===== config.mk =====
export PLATFORM = sky130hd
export DESIGN_NAME = obm_dma
export DESIGN_NICKNAME = d
export VERILOG_FILES = /design/src/rtl/mapache64.sv /design/src/rtl/obm_dma.sv
export SDC_FILE = /design/constraint.sdc
export NUM_CORES = 1
export LEC_CHECK = 0
export CAP_MARGIN = 10
export CORE_MARGIN = 1
export CORE_UTILIZATION = 35
export CTS_CLUSTER_DIAMETER = 60
export CTS_CLUSTER_SIZE = 8
export DETAILED_ROUTE_END_ITERATION = 7
export PLACE_DENSITY = 0.66
export SLEW_MARGIN = 10
export SYNTH_ARGS = -nofsm -noshare
export SYNTH_HDL_FRONTEND = slang
export SYNTH_SLANG_ARGS = --single-unit

===== constraint.sdc =====
create_clock -name cpu_clk -period 2.1 [get_ports cpu_clk]
set_input_delay 0.315 -clock cpu_clk [delete_from_list [all_inputs] [get_ports cpu_clk]]
set_output_delay 0.315 -clock cpu_clk [all_outputs]
set_load 0.01 [all_outputs]

===== src/rtl/mapache64.sv =====
// Shared mapache64 definitions: bus data/address types, the OBM DMA state
// encoding and the VRAM location of the object attribute memory (OBM).
package mapache64;

    typedef logic [7:0]  data_t;
    typedef logic [11:0] vram_address_t;

    localparam vram_address_t OBM_BASE_ADDR = 12'h800;

    typedef enum logic [1:0] {
        IDLE,
        READ,
        WRITE,
        DONE
    } obm_dma_state_t;

endpackage


===== src/rtl/obm_dma.sv =====
// obm_dma -- copies N = 4*NUM_OBJECTS bytes from main-memory page src_page_i
// into the OBM region of VRAM, one read/write pair per byte.
//
// Ports:
//   cpu_clk, rst_n          clock, asynchronous active-low reset
//   start_i, src_page_i     transfer request and source page (sampled in IDLE)
//   vblank_i                GPU vertical blanking flag
//   mem_req_o/mem_addr_o    main-memory read request and address
//   mem_ack_i/mem_data_i    main-memory read acknowledge and data
//   vram_address_o, data_o  VRAM write address and byte
//   wen_o, SELECT_obm_o     VRAM write strobe and OBM select
//   busy_o, done_o          transfer in progress / one-cycle completion pulse
//
// Build option: OBM_DMA_VBLANK_GATE_EN holds each write until vblank_i=1.
module obm_dma
    import mapache64::*;
#(
    parameter int unsigned   NUM_OBJECTS = 64,
    parameter vram_address_t OBM_BASE    = OBM_BASE_ADDR
) (
    input  logic                     cpu_clk,
    input  logic                     rst_n,
    input  logic                     start_i,
    input  logic [7:0]               src_page_i,
    input  logic                     vblank_i,
    output logic                     mem_req_o,
    output logic [15:0]              mem_addr_o,
    input  logic                     mem_ack_i,
    input  mapache64::data_t         mem_data_i,
    output mapache64::vram_address_t vram_address_o,
    output mapache64::data_t         data_o,
    output logic                     wen_o,
    output logic                     SELECT_obm_o,
    output logic                     busy_o,
    output logic                     done_o
);

    localparam int unsigned N_BYTES  = 4 * NUM_OBJECTS;
    localparam logic [7:0]  LAST_IDX = 8'(N_BYTES - 1);

    // An 8-bit byte index must never wrap inside one transfer.
    if (N_BYTES > 256 || N_BYTES == 0) begin : g_size_check
        $error("obm_dma: 4*NUM_OBJECTS must be in 1..256");
    end

    obm_dma_state_t r_state;
    logic [7:0]     r_page;
    logic [7:0]     r_idx;
    data_t          r_data;
    logic           r_mem_req;
    logic [15:0]    r_mem_addr;
    vram_address_t  r_vram_addr;
    logic           r_wr;
    logic           r_busy;
    logic           r_done;

    logic           w_wr_ok;
    logic           w_wr_fire;
    logic [7:0]     w_idx_nxt;

`ifdef OBM_DMA_VBLANK_GATE_EN
    // Writes may only land while the GPU is not scanning VRAM.
    assign w_wr_ok = vblank_i;
`else
    logic w_unused_vblank;
    assign w_unused_vblank = vblank_i;
    assign w_wr_ok         = 1'b1;
`endif

    // r_wr is high for the whole WRITE state; the strobe fires only when allowed.
    assign w_wr_fire = r_wr & w_wr_ok;
    assign w_idx_nxt = r_idx + 8'd1;

    // Transfer FSM; every output register is updated on the transition that
    // enters the state it belongs to.
    always_ff @(posedge cpu_clk or negedge rst_n) begin
        if (!rst_n) begin
            r_state     <= IDLE;
            r_page      <= '0;
            r_idx       <= '0;
            r_data      <= '0;
            r_mem_req   <= 1'b0;
            r_mem_addr  <= '0;
            r_vram_addr <= '0;
            r_wr        <= 1'b0;
            r_busy      <= 1'b0;
            r_done      <= 1'b0;
        end else begin
            case (r_state)
                IDLE: begin
                    if (start_i) begin
                        r_page     <= src_page_i;
                        r_idx      <= 8'd0;
                        r_mem_req  <= 1'b1;
                        r_mem_addr <= {src_page_i, 8'd0};
                        r_busy     <= 1'b1;
                        r_state    <= READ;
                    end
                end
                READ: begin
                    if (mem_ack_i) begin
                        r_data      <= mem_data_i;
                        r_mem_req   <= 1'b0;
                        r_wr        <= 1'b1;
                        r_vram_addr <= OBM_BASE + 12'(r_idx);
                        r_state     <= WRITE;
                    end
                end
                WRITE: begin
                    if (w_wr_ok) begin
                        r_wr <= 1'b0;
                        if (r_idx == LAST_IDX) begin
                            r_done  <= 1'b1;
                            r_state <= DONE;
                        end else begin
                            r_idx      <= w_idx_nxt;
                            r_mem_req  <= 1'b1;
                            r_mem_addr <= {r_page, w_idx_nxt};
                            r_state    <= READ;
                        end
                    end
                end
                DONE: begin
                    r_done  <= 1'b0;
                    r_busy  <= 1'b0;
                    r_state <= IDLE;
                end
                default: begin
                    r_state <= IDLE;
                end
            endcase
        end
    end

    assign mem_req_o      = r_mem_req;
    assign mem_addr_o     = r_mem_addr;
    assign vram_address_o = r_vram_addr;
    assign data_o         = r_data;
    assign wen_o          = w_wr_fire;
    assign SELECT_obm_o   = w_wr_fire;
    assign busy_o         = r_busy;
    assign done_o         = r_done;

endmodule


==> results of run 1 <==
[per-layer routing]
metal	vias up	share of wire [%]	track usage, %
li1	706	-	-
met1	719	46	18.1
met2	41	48	23.7
met3	5	4.7	3.33
met4	0	1.5	6.55
met5	-	0	0
[kinds of logic (layout without fill, tap and decap cells)]
kind of cell             count (synthesis)  in the layout  share of synthesized area [%]
buffers and inverters                   19             82                           5.30
AND/OR/NAND/NOR                         28             28                           7.84
other                                    1              3                          0.181
adder cells (fa/ha/maj)                  1              1                          0.603
multiplexers                            35             35                           19.3
AO/OA/AOI/OAI                           31             31                           10.1
flip-flops                              47             47                           56.7
[power breakdown]
part,internal (uW),switching (uW),total (uW)
sequential,1250,238,1490
combinational,941,594,1530
clock,239,319,557
total,2430,1150,3580
[layout by cell type (no fill, tap or decap), types with 3 or more instances in the layout]
| cell type | netlist | final |
|---|---|---|
| a21oi_1 | 7 | 7 |
| buf_4 | 6 | 7 |
| clkbuf_8 | 0 | 5 |
| clkdlybuf4s50_1 | 0 | 56 |
| conb_1 | 1 | 3 |
| dfrtp_1 | 47 | 47 |
| inv_1 | 9 | 9 |
| mux2_2 | 32 | 32 |
| nand2_1 | 11 | 11 |
| nand3_1 | 3 | 3 |
| o21ai_0 | 10 | 10 |
| o221ai_1 | 3 | 3 |
| or4_1 | 3 | 3 |
[area by class of cell]
class,count,area [sq um],area share (%)
clock buffers,5,68.8,2.43
clock inverters,3,22.5,0.797
inverters,9,33.8,1.20
multi-input cells,98,797,28.2
flip-flops and latches,47,1180,41.6
well taps,72,90.1,3.19
repair buffers,65,638,22.6
[synth_stat cells (all sizes together)]
| master | instances |
|---|---|
| o22ai | 2 |
| dfrtp | 47 |
| a31oi | 2 |
| nand3 | 3 |
| conb | 1 |
| inv | 9 |
| a311oi | 1 |
| and3 | 1 |
| or4 | 3 |
| o2bb2ai | 1 |
| nand2 | 11 |
| mux2 | 34 |
| ha | 1 |
| nor2 | 1 |
| clkbuf | 1 |
| and4 | 1 |
| o21ai | 10 |
| a2bb2oi | 1 |
| o31ai | 1 |
| mux2i | 1 |
| a21oi | 7 |
| buf | 9 |
| o221ai | 3 |
| o211ai | 2 |
| or3 | 1 |
| o21a | 1 |
| nand2b | 2 |
| nand4 | 2 |
| nor2b | 1 |
| nor3b | 1 |
| nand3b | 1 |
[metrics by stage]
| stage | std cells | worst slack [ns] | hold slack [ns] | power [uW] |
|---|---|---|---|---|
| 6_report | 299 | 0.241 | 0.0838 | 3580 |
| 4_1_cts | 299 | 0.231 | 0.112 | 3640 |
| 5_1_grt | 299 | 0.120 | 0.131 | 3830 |
| 3_3_place_gp | 291 | 0.195 | 0.449 | 3020 |
| 2_1_floorplan | 164 | 0.191 | 0.0194 | 2310 |
| 3_5_place_dp | 291 | 0.184 | 0.452 | 3060 |
[worst max-delay path, delay by kind of cell, from the launching register on]
kind,cells,cell delay (ns)
AOI/OAI and AO/OA,1,0.29
adders and majority gates,1,0.25
buffers and inverters,1,0.20
DFF,1,0.43
muxes,1,0.35
and+or+nand+nor,1,0.22
[path summary, 6_finish.rpt]
check                                     end  depth (start not counted)
max in group asynchronous      mem_addr_o[12]                          2
max                            mem_addr_o[12]                          5
min                                 data_o[5]                          2
min in group cpu_clk       vram_address_o[11]                          1
min reg2reg                vram_address_o[11]                          1
max reg2reg                    mem_addr_o[12]                          5
[sequential cells by signal, indices dropped and copies added (netlist names), 2 cells and up]
register / count
vram_address_o: 9
mem_addr_o: 9
data_o: 8
r_state: 2
r_page: 8
r_idx: 7
==> results.py, run 1 <==
metrics = {
    "run_status": {
        "status": "completed",
    },
    "worst_setup_path": {
        "cp-end-kind": "flip-flop",
        "cp_data_required_time_ns": 2.28,
        "worstReg2RegStart": "r_idx[1]",
        "cp.arrival_ns": 2.04,
        "path_cells": "ha_1, and3_4, a311oi_4, buf_12, mux2_2",
        "critical-path-slowest-cell": "dfrtp_1",
        "path_class": "flip-flop to flip-flop",
        "critPathLaunch": "r_idx[1]",
        "max_stage_delay_ns": 0.43,
        "ff2ff_setup_slack_ns": 0.24,
        "critPathLaunchType": "flip-flop",
        "cp_max_fo": 16,
    },
    "global_routing": {
        "grt_max_degree": 48,
        "gr-total-overflow": 0,
        "grt_first_pass_wirelength_um": 6930,
        "antenna_found_initial": 0,
        "grt_use_total_pct": 14.5,
        "grt_pass1_vias": 1428,
    },
    "layout": {
        "areaGrowthSynthToFinish_pct": 36.2,
        "final_area_sq_um": 2830,
        "diodes": 0,
        "drive_gt1_share_pct": 24.2,
        "fillers": 519,
        "final_core_util_pct": 50.4,
        "nets": 248,
    },
    "detailed_routing": {
        "routed_wl_um": 4170,
        "drt_pass1_iterations": 4,
        "drtIter0Drc": 65,
        "routed-via-count": 1471,
        "route.detailed.drc": 0,
        "wire_per_inst_um": 13.9,
        "antenna_left": 0,
        "vias_per_cell": 4.92,
    },
    "clock_tree": {
        "root_buffer": "clkbuf_8",
        "worst_skew_pair.late_latency_ns": 0.30,
        "cts_resized": 0,
        "post-cts-setup-buffers": 0,
        "clock_path_buffers": 2,
        "cts_tree": "done",
        "h-tree-depth": 2,
        "cts.sinks": 47,
        "cts_inserted_buffers": 5,
        "path_clk_slew_ns": 0.09,
        "hold_buffers": 0,
    },
    "timing": {
        "clock.fmax_ghz": 0.538,
        "layout_min_cycle_time_ns": 1.86,
        "tns_ns": 0,
        "worst_slew_pin_slew_ns": 0.653,
        "slew_viol_final": 0,
        "hold_violations": 0,
        "period_share_pct": 88.5,
        "setup_violations": 0,
        "skew_ns": 0.00992,
        "slew_headroom_pct": 56.0,
        "rsz0062_at_grt": "false",
    },
    "floorplanning": {
        "io_pins": 62,
        "fp-row-count": 27,
        "core_area_sq_um": 5610,
        "die_h_um": 79.0,
        "start_util_pct": 37.0,
        "dieWidth_um": 79.0,
        "dieArea_sq_um": 6240,
    },
    "synthesis": {
        "synth_cell_types": 34,
        "yosysSeqAreaShare_pct": 56.7,
        "syn_area_per_cell_sq_um": 12.8,
        "synth_cells": 162,
        "ys_top_cells_by_area": "dfrtp_1 (57%), mux2_2 (17%), o21ai_0 (2.4%), buf_4 (2.2%), nand2_1 (2.0%)",
        "yosysWarnings": 0,
        "netlist.area_leader.share_pct": 56.7,
        "yosysTopAreaCell": "dfrtp_1",
        "synth_seq_cells": 47,
        "netlist_area_sq_um": 2080,
    },
    "power_and_ir_drop": {
        "p_per_area_nw_per_um2": 1270,
        "p_leak_uw": 0.00116,
        "irDropWorstVdd_mv": 0.536,
    },
    "placement": {
        "post-dp-hpwl_um": 2830,
        "portBuffers": 57,
        "globalplace.congestion": 0.674,
        "place_area_sq_um": 2740,
    },
    "job": {
        "drv_cap": 0,
    },
    "hold_path": {
        "hold_class": "input pin to async pin",
    },
}
No activity file was read; power rests on OpenSTA's default activity.
==> inputs of run 2 (changes only) <==
- CAP_MARGIN: 10 -> 20
==> results of run 2 <==
Same layout as run 1: the final DEF is identical, and so are final timing and power.
==> inputs of run 3 (changes only) <==
- PLACE_DENSITY: 0.66 -> 0.64
- clock period: 2.1 -> 2.2 ns (I/O delays scaled with it)
==> run 3 against run 2 <==
First-iteration DRC count up 14%. Final cell count is the same. Sequential share of layout area shrank 0.20 points. Design area grew 0.49%. Critical path type unchanged. Critical endpoint is now mem_addr_o[15].
==> results.py, run 3 (same netlist as run 1, synthesis figures left out) <==
metrics = {
    "run_status": {
        "status": "completed",
    },
    "floorplanning": {
        "io_pins": 62,
        "fp-row-count": 27,
        "die_h_um": 79.0,
        "dieWidth_um": 79.0,
        "core_area_sq_um": 5610,
        "dieArea_sq_um": 6240,
        "start_util_pct": 37.0,
    },
    "timing": {
        "period_share_pct": 83.4,
        "skew_ns": 0.00433,
        "clock.fmax_ghz": 0.545,
        "slew_viol_final": 0,
        "worst_slew_pin_slew_ns": 0.621,
        "setup_violations": 0,
        "slew_headroom_pct": 58.1,
        "layout_min_cycle_time_ns": 1.83,
        "tns_ns": 0,
        "rsz0062_at_grt": "false",
        "hold_violations": 0,
        "holdWs_ns": 0.118,
    },
    "layout": {
        "mostFrequentLayoutCells": "clkdlybuf4s50_1 (56), dfrtp_1 (47), mux2_2 (32)",
        "diodes": 0,
        "final_area_sq_um": 2840,
        "nets": 248,
        "finalNonFillerCells": 299,
        "areaGrowthSynthToFinish_pct": 36.8,
        "drive_gt1_share_pct": 24.2,
        "layout_commonest_cell": "clkdlybuf4s50_1",
    },
    "clock_tree": {
        "cts_inserted_buffers": 5,
        "post-cts-setup-buffers": 0,
        "clock_path_buffers": 2,
        "worst_skew_pair.late_latency_ns": 0.30,
        "cts.sinks": 47,
        "hold_buffers": 0,
        "h-tree-depth": 2,
        "path_clk_slew_ns": 0.08,
        "cts_tree": "done",
        "root_buffer": "clkbuf_8",
        "cts_resized": 0,
    },
    "power_and_ir_drop": {
        "p_per_area_nw_per_um2": 1230,
        "irDropWorstVdd_mv": 0.465,
        "p_leak_uw": 0.00117,
        "p_total_uw": 3500,
    },
    "detailed_routing": {
        "routed-via-count": 1454,
        "vias_per_cell": 4.86,
        "wire_per_inst_um": 13.3,
        "drtIter0Drc": 74,
        "route.detailed.drc": 0,
        "antenna_left": 0,
        "routed_wl_um": 3980,
        "drt_pass1_iterations": 4,
    },
    "placement": {
        "post-dp-hpwl_um": 2790,
        "dpl.cell_count": 291,
        "place_area_sq_um": 2720,
        "portBuffers": 57,
        "globalplace.congestion": 0.665,
    },
    "worst_setup_path": {
        "cp_max_fo": 10,
        "cp_data_required_time_ns": 2.38,
        "cp-end-kind": "flip-flop",
        "path_class": "flip-flop to flip-flop",
        "path_cells": "ha_1, and3_4, a311oi_4, buf_4, mux2_2",
        "max_stage_delay_ns": 0.43,
        "critPathLaunchType": "flip-flop",
        "cp.arrival_ns": 2.02,
        "critical-path-slowest-cell": "dfrtp_1",
    },
    "global_routing": {
        "grt_use_total_pct": 14.2,
        "grt_pass1_vias": 1369,
        "gr-total-overflow": 0,
        "grt_first_pass_wirelength_um": 6750,
        "grt_max_degree": 48,
        "antenna_found_initial": 0,
    },
    "hold_path": {
        "hold_class": "input pin to async pin",
    },
    "job": {
        "drv_cap": 0,
    },
}
[run 3: final cells by class]
class,instances,area (sq um)
multi-input cells,98,797
inverters,9,33.8
fillers,531,2770
clock buffers,6,82.6
flip-flops and latches,47,1180
well taps,72,90.1
repair buffers,65,626
clock inverters,2,35.0
[run 3: critical path: cells and delay by family, from the launching register on]
kind                     cells  cell delay [ns]
AND/OR/NAND/NOR              1             0.22
multiplexers                 1             0.35
adder cells (fa/ha/maj)      1             0.24
flip-flops                   1             0.43
buffers and inverters        1             0.25
AO/OA/AOI/OAI                1             0.24
[run 3: worst paths after layout]
kind | from | to | slack [ns] | cells after the start
worst max-delay path | r_idx[1] | mem_addr_o[15] | 0.37 | 5
worst min-delay path | rst_n | r_idx[0] | 0.12 | 2
worst max register to register | r_idx[1] | mem_addr_o[15] | 0.37 | 5
worst min register to register | vram_address_o[11] | vram_address_o[11] | 0.47 | 1
max in group asynchronous | rst_n | mem_addr_o[15] | 1.68 | 2
min in group cpu_clk | vram_address_o[11] | vram_address_o[11] | 0.47 | 1
[run 3: layer usage]
layer  global-route usage, %  routed length, um
met2                    21.6               1860
met4                    7.09                 71
met5                       0                  0
met3                    3.79                174
met1                    18.7               1870
[run 3: stage by stage]
stage / utilization [%] / setup WS (ns)
6_report: 50.6 / 0.366
2_1_floorplan: - / 0.291
4_1_cts: 50.6 / 0.347
5_1_grt: 50.6 / 0.183
3_3_place_gp: 48.5 / 0.271
3_5_place_dp: 48.5 / 0.254
[run 3: where the power goes]
group          internal, uW  switching, uW  leakage [uW]
sequential             1200            238      0.000579
clock                   368            280     0.0000612
combinational           878            536      0.000529
